### config.mk
export PLATFORM = sky130hd
export DESIGN_NAME = core_mem_arbiter_flat
export DESIGN_NICKNAME = d
export VERILOG_FILES = /design/src/rtl/core_mem_arbiter_if.sv /design/src/rtl/core_mem_arbiter.sv /design/src/flat_wrapper.sv
export SDC_FILE = /design/constraint.sdc
export NUM_CORES = 1
export LEC_CHECK = 0
export CAP_MARGIN = 20
export CORE_ASPECT_RATIO = 1.25
export CORE_MARGIN = 5
export CORE_UTILIZATION = 39
export DETAILED_ROUTE_END_ITERATION = 8
export PLACE_DENSITY_LB_ADDON = 0.1
export RECOVER_POWER = 25
export SYNTH_ARGS = -nofsm -noshare
export SYNTH_HDL_FRONTEND = slang
export SYNTH_SLANG_ARGS = --single-unit
### constraint.sdc
create_clock -name CLK -period 2 [get_ports CLK]
set_input_delay 0.5 -clock CLK [delete_from_list [all_inputs] [get_ports CLK]]
set_output_delay 0.5 -clock CLK [all_outputs]
set_load 0.05 [all_outputs]
### src/rtl/core_mem_arbiter_if.sv
// Requester-side and memory-bus-side signal bundle for core_mem_arbiter.
// The master modport is the arbiter's view; slave is the surrounding core/bus view.
interface core_mem_arbiter_if #(
  parameter int unsigned ADDR_W = 32,
  parameter int unsigned DATA_W = 32
);
  localparam int unsigned STRB_W = DATA_W / 8;

  // instruction-fetch requester
  logic              i_req;
  logic [ADDR_W-1:0] i_addr;
  logic              i_ack;

  // data load/store requester
  logic              d_req;
  logic              d_we;
  logic [ADDR_W-1:0] d_addr;
  logic [DATA_W-1:0] d_wdata;
  logic [STRB_W-1:0] d_strb;
  logic              d_ack;

  // shared completion path
  logic [DATA_W-1:0] rdata;
  logic              err;

  // memory bus
  logic              m_valid;
  logic              m_ready;
  logic              m_we;
  logic [ADDR_W-1:0] m_addr;
  logic [DATA_W-1:0] m_wdata;
  logic [STRB_W-1:0] m_strb;
  logic              m_resp;
  logic [DATA_W-1:0] m_rdata;

  modport master (
    input  i_req, i_addr, d_req, d_we, d_addr, d_wdata, d_strb,
    input  m_ready, m_resp, m_rdata,
    output i_ack, d_ack, rdata, err,
    output m_valid, m_we, m_addr, m_wdata, m_strb
  );

  modport slave (
    output i_req, i_addr, d_req, d_we, d_addr, d_wdata, d_strb,
    output m_ready, m_resp, m_rdata,
    input  i_ack, d_ack, rdata, err,
    input  m_valid, m_we, m_addr, m_wdata, m_strb
  );
endinterface

### src/rtl/core_mem_arbiter.sv
// Round-robin arbiter sharing the core memory bus between instruction fetch and data access.
// One transaction at a time: IDLE -> REQ -> RESP -> DONE, with an optional response timeout.
module core_mem_arbiter #(
  parameter int unsigned ADDR_W  = 32,
  parameter int unsigned DATA_W  = 32,
  parameter int unsigned TIMEOUT = 255
) (
  input  logic               CLK,
  input  logic               NRST,
  core_mem_arbiter_if.master bus
);
  localparam int unsigned STRB_W  = DATA_W / 8;
  localparam int unsigned CNT_W   = (TIMEOUT > 0) ? $clog2(TIMEOUT + 1) : 1;
  localparam int unsigned TO_LAST = (TIMEOUT > 0) ? TIMEOUT - 1 : 0;
  localparam bit          TO_EN   = (TIMEOUT != 0);

  typedef enum logic [1:0] {
    S_IDLE = 2'd0,
    S_REQ  = 2'd1,
    S_RESP = 2'd2,
    S_DONE = 2'd3
  } state_t;

  typedef enum logic {
    G_INSTR = 1'b0,
    G_DATA  = 1'b1
  } grant_t;

  state_t            state_q, state_d;
  grant_t            grant_q, grant_d;
  logic [CNT_W-1:0]  cnt_q, cnt_d;

  logic              m_valid_q, m_valid_d;
  logic              m_we_q, m_we_d;
  logic [ADDR_W-1:0] m_addr_q, m_addr_d;
  logic [DATA_W-1:0] m_wdata_q, m_wdata_d;
  logic [STRB_W-1:0] m_strb_q, m_strb_d;
  logic [DATA_W-1:0] rdata_q, rdata_d;
  logic              i_ack_q, i_ack_d;
  logic              d_ack_q, d_ack_d;
  logic              err_q, err_d;

  logic              pick_data;
  logic              timeout_hit;
  logic              complete;
  logic              abort;

  // grant_q doubles as "last granted": a tie goes to whoever did not win last time
  assign pick_data   = bus.d_req && (!bus.i_req || (grant_q == G_INSTR));
  assign timeout_hit = TO_EN && (cnt_q == CNT_W'(TO_LAST));

  always_comb begin
    state_d   = state_q;
    grant_d   = grant_q;
    cnt_d     = cnt_q;
    m_valid_d = m_valid_q;
    m_we_d    = m_we_q;
    m_addr_d  = m_addr_q;
    m_wdata_d = m_wdata_q;
    m_strb_d  = m_strb_q;
    rdata_d   = rdata_q;
    i_ack_d   = 1'b0;
    d_ack_d   = 1'b0;
    err_d     = 1'b0;
    complete  = 1'b0;
    abort     = 1'b0;

    case (state_q)
      S_IDLE: begin
        if (bus.i_req || bus.d_req) begin
          state_d   = S_REQ;
          m_valid_d = 1'b1;
          cnt_d     = '0;
          if (pick_data) begin
            grant_d   = G_DATA;
            m_we_d    = bus.d_we;
            m_addr_d  = bus.d_addr;
            m_wdata_d = bus.d_wdata;
            m_strb_d  = bus.d_strb;
          end else begin
            grant_d   = G_INSTR;
            m_we_d    = 1'b0;
            m_addr_d  = bus.i_addr;
            m_wdata_d = '0;
            m_strb_d  = '1;
          end
        end
      end

      S_REQ: begin
        cnt_d = cnt_q + CNT_W'(1);
        if (timeout_hit) begin
          abort = 1'b1;
        end else if (bus.m_ready) begin
          m_valid_d = 1'b0;
          state_d   = S_RESP;
        end
      end

      // a response landing in the final allowed cycle still completes normally
      S_RESP: begin
        cnt_d = cnt_q + CNT_W'(1);
        if (bus.m_resp) begin
          complete = 1'b1;
        end else if (timeout_hit) begin
          abort = 1'b1;
        end
      end

      S_DONE: begin
        state_d = S_IDLE;
      end

      default: begin
        state_d = S_IDLE;
      end
    endcase

    // both completion paths converge on DONE with a one-cycle ACK to the owner
    if (complete || abort) begin
      state_d   = S_DONE;
      m_valid_d = 1'b0;
      err_d     = abort;
      i_ack_d   = (grant_q == G_INSTR);
      d_ack_d   = (grant_q == G_DATA);
      if (abort) begin
        rdata_d = '0;
      end else if (!m_we_q) begin
        rdata_d = bus.m_rdata;
      end
    end
  end

  always_ff @(posedge CLK) begin
    if (!NRST) begin
      state_q   <= S_IDLE;
      grant_q   <= G_DATA;
      cnt_q     <= '0;
      m_valid_q <= 1'b0;
      m_we_q    <= 1'b0;
      m_addr_q  <= '0;
      m_wdata_q <= '0;
      m_strb_q  <= '0;
      rdata_q   <= '0;
      i_ack_q   <= 1'b0;
      d_ack_q   <= 1'b0;
      err_q     <= 1'b0;
    end else begin
      state_q   <= state_d;
      grant_q   <= grant_d;
      cnt_q     <= cnt_d;
      m_valid_q <= m_valid_d;
      m_we_q    <= m_we_d;
      m_addr_q  <= m_addr_d;
      m_wdata_q <= m_wdata_d;
      m_strb_q  <= m_strb_d;
      rdata_q   <= rdata_d;
      i_ack_q   <= i_ack_d;
      d_ack_q   <= d_ack_d;
      err_q     <= err_d;
    end
  end

  assign bus.m_valid = m_valid_q;
  assign bus.m_we    = m_we_q;
  assign bus.m_addr  = m_addr_q;
  assign bus.m_wdata = m_wdata_q;
  assign bus.m_strb  = m_strb_q;
  assign bus.rdata   = rdata_q;
  assign bus.i_ack   = i_ack_q;
  assign bus.d_ack   = d_ack_q;
  assign bus.err     = err_q;
endmodule

### src/flat_wrapper.sv
// flat-port wrapper written by rule: the top's interface ports become plain ports
module core_mem_arbiter_flat 
#(
  parameter int unsigned ADDR_W  = 32,
  parameter int unsigned DATA_W  = 32,
  parameter int unsigned TIMEOUT = 255
)
  (CLK, NRST, bus_i_req, bus_i_addr, bus_d_req, bus_d_we, bus_d_addr, bus_d_wdata, bus_d_strb, bus_m_ready, bus_m_resp, bus_m_rdata, bus_i_ack, bus_d_ack, bus_rdata, bus_err, bus_m_valid, bus_m_we, bus_m_addr, bus_m_wdata, bus_m_strb);
  core_mem_arbiter_if #(.ADDR_W(ADDR_W), .DATA_W(DATA_W)) bus_i ();
  input  logic CLK;
  input  logic NRST;
  input wire logic [$bits(bus_i.i_req)-1:0] bus_i_req;
  input wire logic [$bits(bus_i.i_addr)-1:0] bus_i_addr;
  input wire logic [$bits(bus_i.d_req)-1:0] bus_d_req;
  input wire logic [$bits(bus_i.d_we)-1:0] bus_d_we;
  input wire logic [$bits(bus_i.d_addr)-1:0] bus_d_addr;
  input wire logic [$bits(bus_i.d_wdata)-1:0] bus_d_wdata;
  input wire logic [$bits(bus_i.d_strb)-1:0] bus_d_strb;
  input wire logic [$bits(bus_i.m_ready)-1:0] bus_m_ready;
  input wire logic [$bits(bus_i.m_resp)-1:0] bus_m_resp;
  input wire logic [$bits(bus_i.m_rdata)-1:0] bus_m_rdata;
  output wire logic [$bits(bus_i.i_ack)-1:0] bus_i_ack;
  output wire logic [$bits(bus_i.d_ack)-1:0] bus_d_ack;
  output wire logic [$bits(bus_i.rdata)-1:0] bus_rdata;
  output wire logic [$bits(bus_i.err)-1:0] bus_err;
  output wire logic [$bits(bus_i.m_valid)-1:0] bus_m_valid;
  output wire logic [$bits(bus_i.m_we)-1:0] bus_m_we;
  output wire logic [$bits(bus_i.m_addr)-1:0] bus_m_addr;
  output wire logic [$bits(bus_i.m_wdata)-1:0] bus_m_wdata;
  output wire logic [$bits(bus_i.m_strb)-1:0] bus_m_strb;
  assign bus_i.i_req = bus_i_req;
  assign bus_i.i_addr = bus_i_addr;
  assign bus_i.d_req = bus_d_req;
  assign bus_i.d_we = bus_d_we;
  assign bus_i.d_addr = bus_d_addr;
  assign bus_i.d_wdata = bus_d_wdata;
  assign bus_i.d_strb = bus_d_strb;
  assign bus_i.m_ready = bus_m_ready;
  assign bus_i.m_resp = bus_m_resp;
  assign bus_i.m_rdata = bus_m_rdata;
  assign bus_i_ack = bus_i.i_ack;
  assign bus_d_ack = bus_i.d_ack;
  assign bus_rdata = bus_i.rdata;
  assign bus_err = bus_i.err;
  assign bus_m_valid = bus_i.m_valid;
  assign bus_m_we = bus_i.m_we;
  assign bus_m_addr = bus_i.m_addr;
  assign bus_m_wdata = bus_i.m_wdata;
  assign bus_m_strb = bus_i.m_strb;
  core_mem_arbiter #(.ADDR_W(ADDR_W), .DATA_W(DATA_W), .TIMEOUT(TIMEOUT)) u_core (.CLK(CLK), .NRST(NRST), .bus(bus_i));
endmodule
==> run_results.csv, run 1 <==
group,metric,value,unit
clocking,cts_tree,"built",
routing,drc,0,
yosys,postSynthCellCount,488,
flow_run,drv_cap,0,
hold_path,hold_class,"reg -> reg",
sta,slew_violations,0,
sta,post-route-period-util,0.903,
routing,drtAntennaViolNets,0,
yosys,netlist-cell-type-count,41,
floorplanning,die_y,130,um
sta,hold_viol_final,0,
yosys,synthArstFlopShare,0,
yosys,synth.largest_area_cell,"dfxtp_1",
floorplanning,pin_count,244,
setup_path,path_max_fanout,4,
yosys,ys_seq_elements,116,
power_and_ir_drop,power_density,1370,nW/um^2
clocking,clock-root-buffer,"clkbuf_16",
routing,wl_met2,6700,um
clocking,clk_path_buf_depth,2,
sta,maxSlewHeadroom,0.547,
floorplanning,die-width,106,um
setup_path,crit_path_end_kind,"register",
power_and_ir_drop,p_leak,3.00,nW
global_routing,grt_overflow_total,0,
routing,vias,4391,
setup_path,worstSetupStartpointType,"register",
floorplanning,fp-row-count,43,
clocking,cts_sinks,116,
final_layout,diodes,0,
routing,wirelength,13400,um
yosys,synth_area_leaders,"dfxtp_1 (52%), mux2i_1 (7.1%), nor2_1 (6.4%)",
setup_path,r2r_setup_slack,190,ps
placement,portBuffers,243,
final_layout,area_growth,63.5,%
sta,final.setup.tns,0,ps
routing,dr_wl_met3,1250,um
sta,fmax,0.554,GHz
yosys,synth_fp_nets,633,
placement,dp_hpwl,10400,um
yosys,avgSynthCellArea,9.21,sq um
setup_path,crit_type,"reg -> reg",
setup_path,arrival,2090,ps
power_and_ir_drop,power.total,10.0,mW
yosys,synthFlopType,"dfxtp_1",
final_layout,final_cell_mix,"clkdlybuf4s50_1 (138), dfxtp_1 (116), nor2_1 (76), nand2_1 (72), clkbuf_1 (53)",
sta,clock-skew-final,7.60,ps
sta,fin_crit,1810,ps
routing,drtPass1Iterations,4,
global_routing,grt_pass1_wl,21200,um
sta,rsz0062_at_grt,"false",
routing,wl_per_cell,15.3,um
clocking,cts_buffers,17,
yosys,synth_edf_count,0,
global_routing,antenna_found_initial,0,
floorplanning,core_area,11200,sq um
final_layout,final_common_cell,"clkdlybuf4s50_1",
global_routing,grt_max_degree,37,
routing,wl_met1,5200,um
floorplanning,die_area,13800,sq um
clocking,clk_latency,400,ps
clocking,htreeDepth,4,
yosys,netlist.area_leader.share,0.517,
global_routing,grt_pass1_vias,4486,
placement,place.gp.congestion,0.809,
sta,worstMarginPinSlew,683,ps
global_routing,grt_usage,0.191,
routing,topRoutingLayerUsed,"met4",
yosys,yosys_warnings,0,
sta,setup_viol,0,
routing,drt_iter0_drc,138,
clocking,cts_setup_buffers,0,
status,status,"finished clean",
clocking,cts.reportedPaths.clkPinSlew,50,ps
final_layout,final_nets,876,
final_layout,drive_above_1_share,0.102,
power_and_ir_drop,vdd_drop_max,0.640,mV
routing,via_per_inst,5.00,
yosys,synth.cell_area,4490,sq um
floorplanning,start_util,0.402,
setup_path,cp.required,2290,ps
final_layout,instances_no_fill,879,
yosys,synth_seq_area_share,0.517,
placement,place_inst,847,
## final timing paths
| check | start | end | cells past startpoint |
|---|---|---|---|
| max | u_core.state_q[0] | u_core.state_q[1] | 7 |
| min reg2reg | u_core.bus.rdata[5] | u_core.bus.rdata[5] | 2 |
| min | u_core.bus.rdata[5] | u_core.bus.rdata[5] | 2 |
| max reg2reg | u_core.state_q[0] | u_core.state_q[1] | 7 |
## state kept, by name, indices dropped and copies added (netlist names)
name and flops:
u_core.bus.i_ack 1, u_core.bus.rdata 32, u_core.bus.m_wdata 32, u_core.state_q 2, u_core.grant_q 1, u_core.bus.m_valid 1
u_core.bus.d_ack 1, u_core.bus.err 1, u_core.bus.m_addr 32, u_core.cnt_q 8, u_core.bus.m_strb 4, u_core.bus.m_we 1
## stage by stage
stage	hold slack, ps	setup slack, ps	utilization	instance area (sq um)
2_1_floorplan	437	278	-	4490
3_3_place_gp	441	-30.1	0.626	7010
3_5_place_dp	446	-59.3	0.626	7010
4_1_cts	451	190	0.674	7550
5_1_grt	465	72.7	0.657	7350
6_report	450	193	0.657	7350
## repair_timing
item                                    in CTS  in global routing
resized for setup                           43                  0
hold buffers                                 0                  0
endpoints found under the setup margin      43                  0
## synthesized netlist by cell type (all sizes together) (3+ instances only)
cell type  count
dfxtp        116
xor2           4
o21ai          5
a22oi         33
a21oi         34
buf           16
nor2          77
clkbuf        21
nand2         73
a211oi        32
o21a           3
inv            4
ha             6
mux2i         32
o221a          4
and3           5
nor3           3
## cells by family after synthesis
group / count (synthesis) / synth area share
AOI/OAI and AO/OA: 117 / 0.181
xor gates and xnor gates: 6 / 0.0117
adders and majority gates: 6 / 0.0167
buffers and inverters: 41 / 0.0454
DFF: 116 / 0.517
muxes: 33 / 0.0738
and+or+nand+nor: 169 / 0.155
## area by class of cell
cell class / count / area (sq um)
fillers: 1004 / 3840
clock buffers: 18 / 439
inverters: 4 / 15.0
flip-flops and latches: 116 / 2320
well taps: 135 / 169
repair buffers: 261 / 2260
clock inverters: 14 / 155
multi-input cells: 331 / 1990
## power by group
group	internal, mW	switching [mW]	total (mW)
sequential	2.80	0.269	3.07
combinational	1.22	2.79	4.01
clock	1.88	1.09	2.96
## critical path, cell delays in order (launching register included)
cell and delay (ps):
dfxtp_1 370, inv_1 80, ha_1 210, nor2b_1 140
o2111ai_2 190, nand2_2 90, or4_1 480, o211a_1 140
## routing by layer
metal	vias up	global-route usage
li1	2186	-
met5	-	0
met3	20	0.0811
met1	1991	0.209
met4	0	0.0823
met2	194	0.327
(Power assumes the default switching activity.)
==> run 2, diff against run 1 <==
- CORE_UTILIZATION: 39 -> 45
- CTS_CLUSTER_DIAMETER: unset -> 100
- DONT_BUFFER_PORTS: unset -> 1
- TNS_END_PERCENT: unset -> 20
==> run_results.csv, run 2 (synthesized netlist as in run 1, its figures left out) <==
group,metric,value,unit
placement,dp_hpwl,8140,um
setup_path,cpPeakStageDelay,490,ps
power_and_ir_drop,power_density,1800,nW/um^2
sta,fin_crit,1900,ps
setup_path,crit_path_end_kind,"register",
global_routing,grt_pass1_wl,16900,um
placement,placed_area,4600,sq um
final_layout,design_area,5220,sq um
routing,vias,3420,
setup_path,arrival,2190,ps
final_layout,final_nets,626,
sta,slew_violations,0,
final_layout,diodes,0,
setup_path,cp_slowest_cell,"or4_1",
final_layout,area_growth,16.2,%
placement,place_inst,588,
placement,portBuffers,0,
floorplanning,die_area,12100,sq um
final_layout,drive_above_1_share,0.115,
hold_path,hold_path_depth,2,
clocking,cts_resized,0,
sta,final.setup.tns,0,ps
flow_run,drv_cap,0,
clocking,ctsHoldBuffers,0,
floorplanning,die-width,99.4,um
floorplanning,pin_count,244,
global_routing,use_met2,0.289,
global_routing,grt_util_met3,0.0842,
final_layout,fill_cells,896,
routing,drtAntennaViolNets,0,
routing,wl_per_cell,17.8,um
sta,clock-skew-final,4.46,ps
setup_path,cp.required,2290,ps
floorplanning,die_y,122,um
global_routing,grt_pass1_vias,3457,
routing,drtPass1Iterations,4,
power_and_ir_drop,vdd_drop_max,0.822,mV
global_routing,gr-usage-met1,0.195,
sta,post-route-period-util,0.950,
hold_path,hold_class,"in -> reg",
global_routing,antenna_found_initial,0,
final_layout,instances_no_fill,620,
power_and_ir_drop,p_leak,1.98,nW
clocking,clk_latency,400,ps
sta,rsz0062_at_grt,"false",
sta,worstMarginPinSlew,667,ps
final_layout,multi_input_area,1990,sq um
routing,drt_iter0_drc,108,
clocking,cts_buffers,17,
sta,maxSlewHeadroom,0.556,
setup_path,worstRegToRegCells,7,
floorplanning,start_util,0.463,
final_layout,ff_latch_area,2320,sq um
floorplanning,core_area,9710,sq um
setup_path,path_max_fanout,4,
setup_path,crit_chain,"inv_1, ha_1, nor2b_1, o2111ai_2, nand2_2, or4_1, o211a_1",
routing,via_per_inst,5.52,
final_layout,final_cell_mix,"dfxtp_1 (116), nor2_1 (76), nand2_1 (72), a21oi_1 (34), a22oi_1 (33)",
floorplanning,fp-row-count,40,
clocking,clock-root-buffer,"clkbuf_16",
global_routing,grt_overflow_total,0,
final_layout,final_common_cell,"dfxtp_1",
clocking,clk_path_buf_depth,2,
clocking,cts_tree,"built",
status,status,"finished clean",
setup_path,worstSetupStartpointType,"register",
global_routing,grt_busiest_layer,"met2",
clocking,cts.reportedPaths.clkPinSlew,50,ps
placement,place.gp.congestion,0.840,
clocking,htreeDepth,4,
routing,drc,0,
global_routing,grt_max_degree,69,
clocking,cts_sinks,116,
setup_path,crit_type,"reg -> reg",
sta,hold_viol_final,0,
sta,fmax,0.526,GHz
sta,setup_viol,0,
global_routing,grt_usage,0.176,
routing,wirelength,11000,um
clocking,cts_setup_buffers,0,
[run 2: cell types whose count changed in the layout (fill, tap and decap cells not counted), sizes merged]
cell           delta
clkinv            -1
bufinv            +1
dlygate4sd2      -43
buf              -17
clkbuf           -46
inv               -2
clkdlybuf4s50   -138
clkinvlp          -4
[run 2: area by class of cell]
cell class	instances	share of cell area
Tap cell	126	0.0302
Inverter	4	0.00288
Multi-Input combinational cell	331	0.381
Timing Repair Buffer	11	0.0223
Clock buffer	24	0.0961
Sequential cell	116	0.445
Clock inverter	8	0.0232
[run 2: metrics by stage]
| step | hold WS, ps | utilization | power, mW | setup slack [ps] |
|---|---|---|---|---|
| 2_1_floorplan | 437 | - | 5.94 | 278 |
| 6_report | 232 | 0.538 | 9.38 | 99.5 |
| 3_5_place_dp | 500 | 0.474 | 6.32 | 125 |
| 5_1_grt | 210 | 0.538 | 9.81 | 8.96 |
| 3_3_place_gp | 493 | 0.474 | 6.27 | 205 |
| 4_1_cts | 216 | 0.538 | 9.47 | 117 |
[run 2: path summary, 6_finish.rpt]
path | startpoint | endpoint | slack (ps)
setup / recovery | u_core.state_q[0] | u_core.state_q[1] | 100
hold / removal | bus_m_rdata[30] | u_core.bus.rdata[30] | 230
setup reg to reg | u_core.state_q[0] | u_core.state_q[1] | 100
hold reg to reg | u_core.cnt_q[7] | u_core.cnt_q[7] | 520
[run 2: worst max-delay path, delay by kind of cell (launching register included)]
kind            cells  cell delay, ps
compound gates      2             380
buf+inv             1              80
fa+ha+maj           1             220
flops               1             380
simple gates        3             730
[run 2: layer usage]
metal	vias to the layer above	routed length, um
met4	0	177
met2	174	5390
met5	-	0
li1	1688	-
met3	14	1260
met1	1544	4190
[run 2: power breakdown]
part | switching, mW | total (mW) | internal, mW
sequential | 1.92 | 4.72 | 2.80
clock | 1.00 | 3.12 | 2.12
combinational | 0.924 | 1.53 | 0.609
==> run 3, diff against run 2 <==
- CAP_MARGIN: 20 -> unset
- CORE_ASPECT_RATIO: 1.25 -> 0.5
- clock period: 2 -> 2.16 ns (I/O delays scaled with it)
==> run_results.csv, run 3 (synthesized netlist as in run 1, its figures left out) <==
group,metric,value,unit
global_routing,grt_overflow_total,0,
power_and_ir_drop,p_leak,2.00,nW
sta,fin_crit,2020,ps
floorplanning,pin_count,244,
hold_path,holdPathEnd,"u_core.bus.rdata[8]",
final_layout,diodes,0,
floorplanning,start_util,0.468,
sta,setup_viol,0,
routing,wl_per_cell,18.3,um
clocking,cts_buffers,17,
hold_path,holdCritStartpoint,"bus_m_rdata[8]",
clocking,cts_setup_buffers,0,
sta,clock-skew-final,9.94,ps
floorplanning,fp-row-count,25,
setup_path,worstSetupStartpointType,"register",
final_layout,final_util,0.547,
setup_path,worstReg2RegStart,"u_core.state_q[0]",
sta,holdWs,269,ps
setup_path,r2r_setup_slack,140,ps
routing,dr_wl_met3,1210,um
hold_path,hold_class,"in -> reg",
global_routing,grt_pass1_vias,3236,
setup_path,crit_buf_inv,1,
setup_path,r2r_end,"u_core.state_q[1]",
sta,rsz0062_at_grt,"false",
placement,place.gp.congestion,0.776,
final_layout,final_nets,628,
setup_path,cp.required,2450,ps
clocking,clk_path_buf_depth,2,
routing,drc,0,
floorplanning,core_area,9600,sq um
final_layout,final_common_cell,"dfxtp_1",
setup_path,arrival,2310,ps
routing,wl_met1,4740,um
placement,place_inst,599,
sta,slew_violations,0,
clocking,cts_sinks,116,
routing,via_per_inst,5.43,
clocking,cts_tree,"built",
routing,drtPass1Iterations,5,
floorplanning,die_area,12200,sq um
setup_path,worstRegToRegCells,7,
sta,hold_viol_final,0,
routing,topRoutingLayerUsed,"met4",
final_layout,final_cell_mix,"dfxtp_1 (116), nor2_1 (76), nand2_1 (72), a21oi_1 (34), a22oi_1 (33)",
routing,drt_iter0_drc,203,
setup_path,crit_chain,"inv_1, ha_1, nor2b_1, o2111ai_1, nand2_2, or4_1, o211a_1",
setup_path,crit_path_end_kind,"register",
clocking,clock-root-buffer,"clkbuf_16",
global_routing,grt_usage,0.181,
setup_path,cpPeakStageDelay,480,ps
placement,dp_hpwl,8370,um
global_routing,grt_max_degree,59,
power_and_ir_drop,vdd_drop_max,0.689,mV
floorplanning,die-width,151,um
placement,portBuffers,0,
status,status,"finished clean",
final_layout,drive_above_1_share,0.119,
setup_path,cp_top_family,"simple AND/OR/NAND/NOR gates",
routing,vias,3424,
sta,maxSlewHeadroom,0.535,
hold_path,hold_path_depth,2,
clocking,cts_resized,0,
global_routing,antenna_found_initial,0,
setup_path,crit_type,"reg -> reg",
sta,post-route-period-util,0.935,
clocking,htreeDepth,4,
power_and_ir_drop,power_density,1690,nW/um^2
final_layout,area_growth,17.0,%
power_and_ir_drop,power.total,8.90,mW
routing,drtAntennaViolNets,0,
sta,fmax,0.495,GHz
floorplanning,die_y,80.7,um
sta,worstMarginPinSlew,697,ps
clocking,ctsHoldBuffers,0,
routing,wl_met2,5520,um
routing,wirelength,11600,um
clocking,clk_latency,400,ps
flow_run,drv_cap,0,
global_routing,grt_pass1_wl,17100,um
sta,final.setup.tns,0,ps
final_layout,instances_no_fill,631,
clocking,cts.reportedPaths.clkPinSlew,60,ps
setup_path,path_max_fanout,4,
setup_path,cp_slowest_cell,"or4_1",
-- run 3: stage by stage --
stage	setup WS [ps]	cell area (sq um)
after floorplan	438	4490
after global placement	372	4620
after detailed placement	323	4620
after CTS	260	5270
after global routing	65.8	5260
final	141	5260
-- run 3: final cells by class --
cell class,instances,area [sq um]
fillers,905,4350
multi-input cells,331,1980
clock inverters,15,228
repair buffers,13,119
well taps,135,169
inverters,4,15.0
flip-flops and latches,116,2320
clock buffers,17,425
-- run 3: how the worst max path moves through the flow --
| stage | startpoint | end | slack, ps | depth (start not counted) |
|---|---|---|---|---|
| floorplan | u_core.state_q[0] | u_core.state_q[1] | 440 | 7 |
| global placement | u_core.state_q[0] | u_core.bus.m_wdata[14] | 370 | 6 |
| detailed placement | u_core.state_q[0] | u_core.state_q[1] | 320 | 7 |
| CTS | u_core.state_q[0] | u_core.state_q[1] | 260 | 7 |
| global route | u_core.state_q[1] | u_core.bus.m_addr[31] | 70 | 6 |
| finish | u_core.state_q[0] | u_core.state_q[1] | 140 | 7 |
-- run 3: metal layers --
metal / vias to the layer above / GRT usage
met3: 8 / 0.0755
li1: 1708 / -
met2: 143 / 0.292
met4: 0 / 0.0570
met5: - / 0
met1: 1565 / 0.220
-- run 3: report_power, final --
| group | internal, mW | switching, mW |
|---|---|---|
| sequential | 2.59 | 1.78 |
| combinational | 0.594 | 0.873 |
| clock | 2.06 | 1.01 |
